===== config.mk =====
export PLATFORM = sky130hd
export DESIGN_NAME = alu_op_arbiter
export DESIGN_NICKNAME = d
export VERILOG_FILES = /design/src/rtl/alu_op_arbiter.sv
export SDC_FILE = /design/constraint.sdc
export NUM_CORES = 1
export LEC_CHECK = 0
export BUFFER_PORTS_ARGS = -buffer_cell sky130_fd_sc_hd__buf_2
export CORE_MARGIN = 1.5
export CORE_UTILIZATION = 35
export CTS_BUF_LIST = sky130_fd_sc_hd__clkbuf_4
export DETAILED_ROUTE_END_ITERATION = 10
export HOLD_SLACK_MARGIN = 0.02
export PLACE_DENSITY = 0.62
export SLEW_MARGIN = 20
export SYNTH_ARGS = -nofsm -noshare
export SYNTH_HDL_FRONTEND = slang
export SYNTH_SLANG_ARGS = --single-unit

===== constraint.sdc =====
create_clock -name clk -period 2.2 [get_ports clk]
set_input_delay 0.22 -clock clk [delete_from_list [all_inputs] [get_ports clk]]
set_output_delay 0.22 -clock clk [all_outputs]
set_load 0.03 [all_outputs]

===== src/rtl/alu_op_arbiter.sv =====
// Two-requester arbiter sharing one ALU: issue for one cycle, capture result and
// post-update flags, return them through a valid/ready response. Supports locked bursts.
module alu_op_arbiter #(
    parameter int unsigned PRIORITY_MODE = 0,
    parameter int unsigned LOCK_MAX      = 4
) (
    input  logic        clk,
    input  logic        rst_n,
    input  logic        req0_valid,
    output logic        req0_ready,
    input  logic [4:0]  req0_funsel,
    input  logic [15:0] req0_a,
    input  logic [15:0] req0_b,
    input  logic        req0_wf,
    input  logic        req0_lock,
    input  logic        req1_valid,
    output logic        req1_ready,
    input  logic [4:0]  req1_funsel,
    input  logic [15:0] req1_a,
    input  logic [15:0] req1_b,
    input  logic        req1_wf,
    input  logic        req1_lock,
    output logic        rsp0_valid,
    output logic        rsp1_valid,
    input  logic        rsp_ready,
    output logic [15:0] rsp_result,
    output logic [3:0]  rsp_flags,
    output logic [15:0] alu_a,
    output logic [15:0] alu_b,
    output logic [4:0]  alu_funsel,
    output logic        alu_wf,
    input  logic [15:0] alu_out,
    input  logic [3:0]  alu_flags,
    output logic        busy,
    output logic        grant_id
);

    typedef enum logic [1:0] {StIdle, StIssue, StFlag, StResp} state_e;

    localparam logic [3:0] LockMax = 4'(LOCK_MAX);

    state_e      state_q, state_d;
    logic        owner_q, owner_d;
    logic        last_grant_q, last_grant_d;
    logic        lock_q, lock_d;
    logic [3:0]  lock_cnt_q, lock_cnt_d;
    logic [4:0]  funsel_q, funsel_d;
    logic [15:0] a_q, a_d;
    logic [15:0] b_q, b_d;
    logic        wf_q, wf_d;
    logic [15:0] result_q, result_d;
    logic [3:0]  flags_q, flags_d;

    logic [1:0]  req_valid;
    logic        win_valid;
    logic        win_id;
    logic        lock_hold;

    assign req_valid = {req1_valid, req0_valid};
    assign lock_hold = lock_q && req_valid[owner_q];

    always_comb begin
        win_valid = 1'b0;
        win_id    = 1'b0;
        if (lock_hold) begin
            // Owner keeps the grant until the cap is hit while the other side waits.
            win_valid = 1'b1;
            if (lock_cnt_q < LockMax || !req_valid[~owner_q]) begin
                win_id = owner_q;
            end else begin
                win_id = ~owner_q;
            end
        end else begin
            case (req_valid)
                2'b01: begin
                    win_valid = 1'b1;
                    win_id    = 1'b0;
                end
                2'b10: begin
                    win_valid = 1'b1;
                    win_id    = 1'b1;
                end
                2'b11: begin
                    win_valid = 1'b1;
                    win_id    = (PRIORITY_MODE == 0) ? ~last_grant_q : 1'b0;
                end
                default: begin
                    win_valid = 1'b0;
                    win_id    = 1'b0;
                end
            endcase
        end
    end

    always_comb begin
        state_d      = state_q;
        owner_d      = owner_q;
        last_grant_d = last_grant_q;
        lock_d       = lock_q;
        lock_cnt_d   = lock_cnt_q;
        funsel_d     = funsel_q;
        a_d          = a_q;
        b_d          = b_q;
        wf_d         = wf_q;
        result_d     = result_q;
        flags_d      = flags_q;
        case (state_q)
            StIdle: begin
                if (lock_q && !req_valid[owner_q]) begin
                    lock_d = 1'b0;
                end
                if (win_valid) begin
                    owner_d  = win_id;
                    funsel_d = win_id ? req1_funsel : req0_funsel;
                    a_d      = win_id ? req1_a : req0_a;
                    b_d      = win_id ? req1_b : req0_b;
                    wf_d     = win_id ? req1_wf : req0_wf;
                    lock_d   = win_id ? req1_lock : req0_lock;
                    if (lock_hold && win_id == owner_q) begin
                        lock_cnt_d = (lock_cnt_q == 4'hF) ? 4'hF : lock_cnt_q + 4'd1;
                    end else begin
                        lock_cnt_d = 4'd1;
                    end
                    state_d = StIssue;
                end
            end
            StIssue: begin
                result_d = alu_out;
                state_d  = StFlag;
            end
            StFlag: begin
                // Flags were committed by the ALU on the previous edge.
                flags_d = alu_flags;
                state_d = StResp;
            end
            StResp: begin
                if (rsp_ready) begin
                    last_grant_d = owner_q;
                    state_d      = StIdle;
                end
            end
            default: state_d = StIdle;
        endcase
    end

    always_ff @(posedge clk or negedge rst_n) begin
        if (!rst_n) begin
            state_q      <= StIdle;
            owner_q      <= 1'b0;
            last_grant_q <= 1'b1;
            lock_q       <= 1'b0;
            lock_cnt_q   <= 4'd0;
            funsel_q     <= 5'd0;
            a_q          <= 16'd0;
            b_q          <= 16'd0;
            wf_q         <= 1'b0;
            result_q     <= 16'd0;
            flags_q      <= 4'd0;
        end else begin
            state_q      <= state_d;
            owner_q      <= owner_d;
            last_grant_q <= last_grant_d;
            lock_q       <= lock_d;
            lock_cnt_q   <= lock_cnt_d;
            funsel_q     <= funsel_d;
            a_q          <= a_d;
            b_q          <= b_d;
            wf_q         <= wf_d;
            result_q     <= result_d;
            flags_q      <= flags_d;
        end
    end

    assign req0_ready = rst_n && (state_q == StIdle) && win_valid && !win_id;
    assign req1_ready = rst_n && (state_q == StIdle) && win_valid && win_id;
    assign rsp0_valid = (state_q == StResp) && !owner_q;
    assign rsp1_valid = (state_q == StResp) && owner_q;
    assign rsp_result = result_q;
    assign rsp_flags  = flags_q;
    assign alu_a      = a_q;
    assign alu_b      = b_q;
    assign alu_funsel = funsel_q;
    assign alu_wf     = (state_q == StIssue) && wf_q;
    assign busy       = (state_q != StIdle);
    assign grant_id   = owner_q;

endmodule


==> results.rst <==
.. list-table::
   :header-rows: 1

   * - Metric
     - Value
   * - Type of the tightest min-delay check
     - in2reg
   * - Tot Pwr
     - 6.721 mW
   * - Number of stages on the worst hold path
     - 2
   * - Post-placement cell count
     - 581
   * - Startpoint of the worst-slack reg-to-reg timing path
     - lock_cnt_q[3]$_DFFE_PN0P_
   * - DRC violations left
     - 0
   * - GRT Total Usage
     - between 10% and 20%
   * - Post-route fraction of the period consumed by the critical path
     - a little over nine tenths
   * - Count of standard-cell rows
     - 35
   * - Share of cell area taken by muxes after synthesis
     - 7.884%
   * - Clock-pin slew on the worst setup and hold paths
     - roughly 0.12 ns
   * - Primary flip-flop cell chosen by synthesis mapping
     - sky130_fd_sc_hd__dfrtp_1
   * - Port Buffers
     - 166
   * - Net count of the mapped netlist
     - 435
   * - Largest area contributor in the synthesized netlist
     - sky130_fd_sc_hd__dfrtp_1
   * - Worst reg2reg path endpoint
     - alu_b[3]$_DFFE_PN0P_
   * - Share of synthesized area occupied by flip-flops and latches
     - between 50% and 60%
   * - Core outline area
     - 9153 um2
   * - EDFF count, synth
     - 0
   * - Most frequent cell after synthesis
     - sky130_fd_sc_hd__dfrtp_1
   * - CTS H-tree depth
     - 3
   * - Max VDD drop
     - 1.086 mV
   * - Result of the run
     - finished, final reports clean
   * - Final std cells w/o fill
     - 624
   * - Synthesized-area fraction occupied by adder cells
     - 2.296%
   * - Number of optimization iterations in the first detailed-route pass
     - 4
   * - Maximum number of pins on one net before global-route repair
     - 83
   * - Critical Path RT
     - between 1.5 and 2 ns
   * - Final hold violation count
     - 0
   * - Longest Clk Path Bufs
     - 2
   * - Area Overhead vs Synth
     - 40.49%
   * - I/O Pins
     - 167
   * - Fraction of final layout cells sized beyond drive strength 1
     - between 40% and 50%
   * - Number of antenna violations at the first check in global routing
     - 0
   * - Yosys Warn Count
     - 0
   * - CTS root buffer
     - sky130_fd_sc_hd__clkbuf_4
   * - Max FO, Critical Path
     - 3
   * - Xor and xnor fraction of the mapped netlist area
     - 0%
   * - Combinational family with the most area after synthesis
     - compound AO/OA/AOI/OAI gates
   * - Number of different library cells in the post-synthesis netlist
     - 27
   * - Total global routing overflow
     - 0
   * - Element type at the critical path end
     - output port
   * - Power Dens Cells
     - 1463 nW/um2
   * - Fin area
     - 4593 um2
   * - Skew final
     - 0.009903 ns
   * - Clock tree from TritonCTS
     - done
   * - Antenna cell count
     - 0
   * - Share of the synthesized area in compound gates (AO/OA/AOI/OAI)
     - 17.18%
   * - Clock insertion delay at the later pin of the skew report
     - between 0.4 and 0.5 ns
   * - Basic-gate share of the synthesized area counting and, or, nand and nor cells
     - between 10% and 20%
   * - Average cell area after synthesis
     - 10.03 um2
   * - Number of filler cells placed in the layout
     - between 800 and 900
   * - Hold path startpoint
     - alu_flags[1]
   * - Final estimated routing congestion in global placement
     - 0.7518
   * - Kind of start point of the critical path
     - flip-flop
   * - Final nets
     - 617
   * - Violation count after the first detailed-routing iteration
     - between 100 and 150
   * - Vias/cell
     - 5.131
   * - Worst r2r path cells
     - 6
   * - Number of max-capacitance violations reported
     - 0
   * - Critical path arrival
     - 1.90 ns
   * - Cell at the slowest stage of the critical path
     - sky130_fd_sc_hd__dfrtp_1
   * - Post-synthesis cell area
     - 3269 um2
   * - Leakage power summed over all cells
     - 2.121 nW
   * - Cell count after synthesis
     - 326
   * - Max incr delay on CP
     - 0.42 ns
   * - Hold Path End
     - rsp_flags[1]$_DFFE_PN0P_
   * - Via count of the first global-routing pass
     - 3119
   * - Die outline width
     - 99.65 um
   * - Synth cell count leaders
     - sky130_fd_sc_hd__dfrtp_1 (66), sky130_fd_sc_hd__o21ai_0 (48), sky130_fd_sc_hd__nor2_1 (46)
   * - Initial core utilization
     - 35.72%
   * - Post-route ant nets
     - 0
   * - Total wire length after detailed routing
     - 9.206 mm
   * - RSZ-0062 raised after global routing
     - false
   * - Count of endpoints failing setup in the final report
     - 0
   * - Fraction of synthesis flops using an asynchronous set or reset pin
     - 100.0%
   * - Clock Sinks
     - 67
   * - Worst setup margin
     - ~0.08 ns
   * - Fin Setup TNS
     - 0 ns
   * - Overall via count from detail_route
     - 3202
   * - Placement-stage cell area
     - 4193 um2
   * - WL per Instance
     - ~15 um
   * - Slew margin rel.
     - between 40% and 50%
   * - Slack of the worst reg-to-reg path
     - 0.39 ns
   * - Worst-case setup slack after placement
     - 0.3955 ns
   * - Max Clock Freq
     - around 470 MHz
   * - Area fraction of the dominant cell type after synthesis
     - between 50% and 60%
   * - Num CTS Buffers
     - 9
   * - Final Critical Period
     - 2.119 ns
   * - Worst setup path category
     - reg2out
   * - Number of pins with negative max-slew slack in the final report
     - 0
   * - Synth top area cells
     - sky130_fd_sc_hd__dfrtp_1 (51%), sky130_fd_sc_hd__nand3b_1 (9.0%), sky130_fd_sc_hd__mux2_2 (7.6%)
   * - HPWL after DPL
     - 5.973 mm
   * - Transition time at the pin with the least slew margin
     - 0.8209 ns
   * - Cells traversed along the worst timing path
     - or3_4 -> a31oi_4 -> nand2b_4 -> and3_1 -> buf_4
   * - First-pass GRT wire length
     - 14.84 mm
   * - Die area
     - slightly below 10000 um2
   * - Die height
     - 99.65 um
   * - Count of state elements after synthesis
     - 67
## how the worst max path moves through the flow
stage                              start          to  slack [ns]  cells past startpoint
3_3_place_gp   lock_cnt_q[3]$_DFFE_PN0P_  req0_ready        0.42                      5
3_5_place_dp        grant_id$_DFFE_PN0P_  req0_ready        0.40                      5
6_report       lock_cnt_q[3]$_DFFE_PN0P_  req0_ready        0.08                      5
2_1_floorplan       grant_id$_DFFE_PN0P_  req0_ready        0.13                      6
4_1_cts        lock_cnt_q[3]$_DFFE_PN0P_  req0_ready       0.009                      5
5_1_grt        lock_cnt_q[3]$_DFFE_PN0P_  req0_ready       0.001                      5
## metrics by stage
stage | utilization (%) | hold slack (ns)
2_1_floorplan | - | -0.07559
3_3_place_gp | 45.81 | 0.04839
3_5_place_dp | 45.81 | 0.04946
4_1_cts | 49.86 | 0.02160
5_1_grt | 50.18 | 0.03208
6_report | 50.18 | 0.04937
## cells by family after synthesis
logic type / count (synthesis)
DFF: 67
adders and majority gates: 6
muxes: 23
AOI/OAI and AO/OA: 96
buffers and inverters: 34
and+or+nand+nor: 100
## layout make-up
cell class                 count  area [um2]  area share, %
sequential                    67        1679          36.56
timing repair buffer         200        1164          25.33
multi-input combinational    225        1456          31.71
inverter                       5       18.77         0.4086
clock inverter                 7       68.82          1.498
tap                          111       138.9          3.024
clock buffer                   9       67.56          1.471
## worst max-delay path: cells and delay by family, from the launching register on
| family | cells | cell delay [ns] |
|---|---|---|
| buffers and inverters | 1 | 0.16 |
| flip-flops | 1 | 0.42 |
| AND/OR/NAND/NOR | 3 | 0.72 |
| AO/OA/AOI/OAI | 1 | 0.20 |
## flip-flops by register name, summed over array words and instances, names as in the netlist
| register | flops |
|---|---|
| grant_id | 1 |
| state_q | 2 |
| alu_funsel | 5 |
| lock_cnt_q | 4 |
| rsp_flags | 4 |
| alu_b | 16 |
| rsp_result | 16 |
| alu_a | 16 |
| lock_q | 1 |
| wf_q | 1 |
| last_grant_q | 1 |
## layer usage
metal  routed length (um)  GRT usage [%]  vias to the layer above
met5                    0              0                        -
met4                  123          6.717                        0
met3                  684          4.708                       13
met2                 4482          31.19                      136
met1                 3915          23.83                     1516
li1                     -              -                     1537
## where the power goes
group	switching [mW]	internal, mW
clock network	0.474	0.342
registers	0.309	1.85
logic	2.39	1.36
## repair_timing
action / in CTS / in global routing
resized for setup: 2 / 1
endpoints found under the setup margin: 1 / 1
hold endpoints to repair: 22 / 0
setup buffers: 4 / 3
pin swaps: 1 / 1
hold buffers: 20 / 0
## layout by cell type, fill, tap and decap left out, types with 4 or more instances in the layout
master | synthesis | routed
sky130_fd_sc_hd__a21oi_1 | 4 | 4
sky130_fd_sc_hd__a31oi_1 | 39 | 39
sky130_fd_sc_hd__buf_2 | 5 | 165
sky130_fd_sc_hd__buf_4 | 0 | 13
sky130_fd_sc_hd__clkbuf_4 | 0 | 9
sky130_fd_sc_hd__dfrtp_1 | 66 | 65
sky130_fd_sc_hd__dlygate4sd3_1 | 0 | 20
sky130_fd_sc_hd__ha_1 | 6 | 6
sky130_fd_sc_hd__inv_1 | 5 | 5
sky130_fd_sc_hd__mux2_2 | 22 | 22
sky130_fd_sc_hd__nand2_1 | 6 | 6
sky130_fd_sc_hd__nand3b_1 | 39 | 39
sky130_fd_sc_hd__nor2_1 | 46 | 45
sky130_fd_sc_hd__o21ai_0 | 48 | 48
No activity file was read; power rests on OpenSTA's default activity.
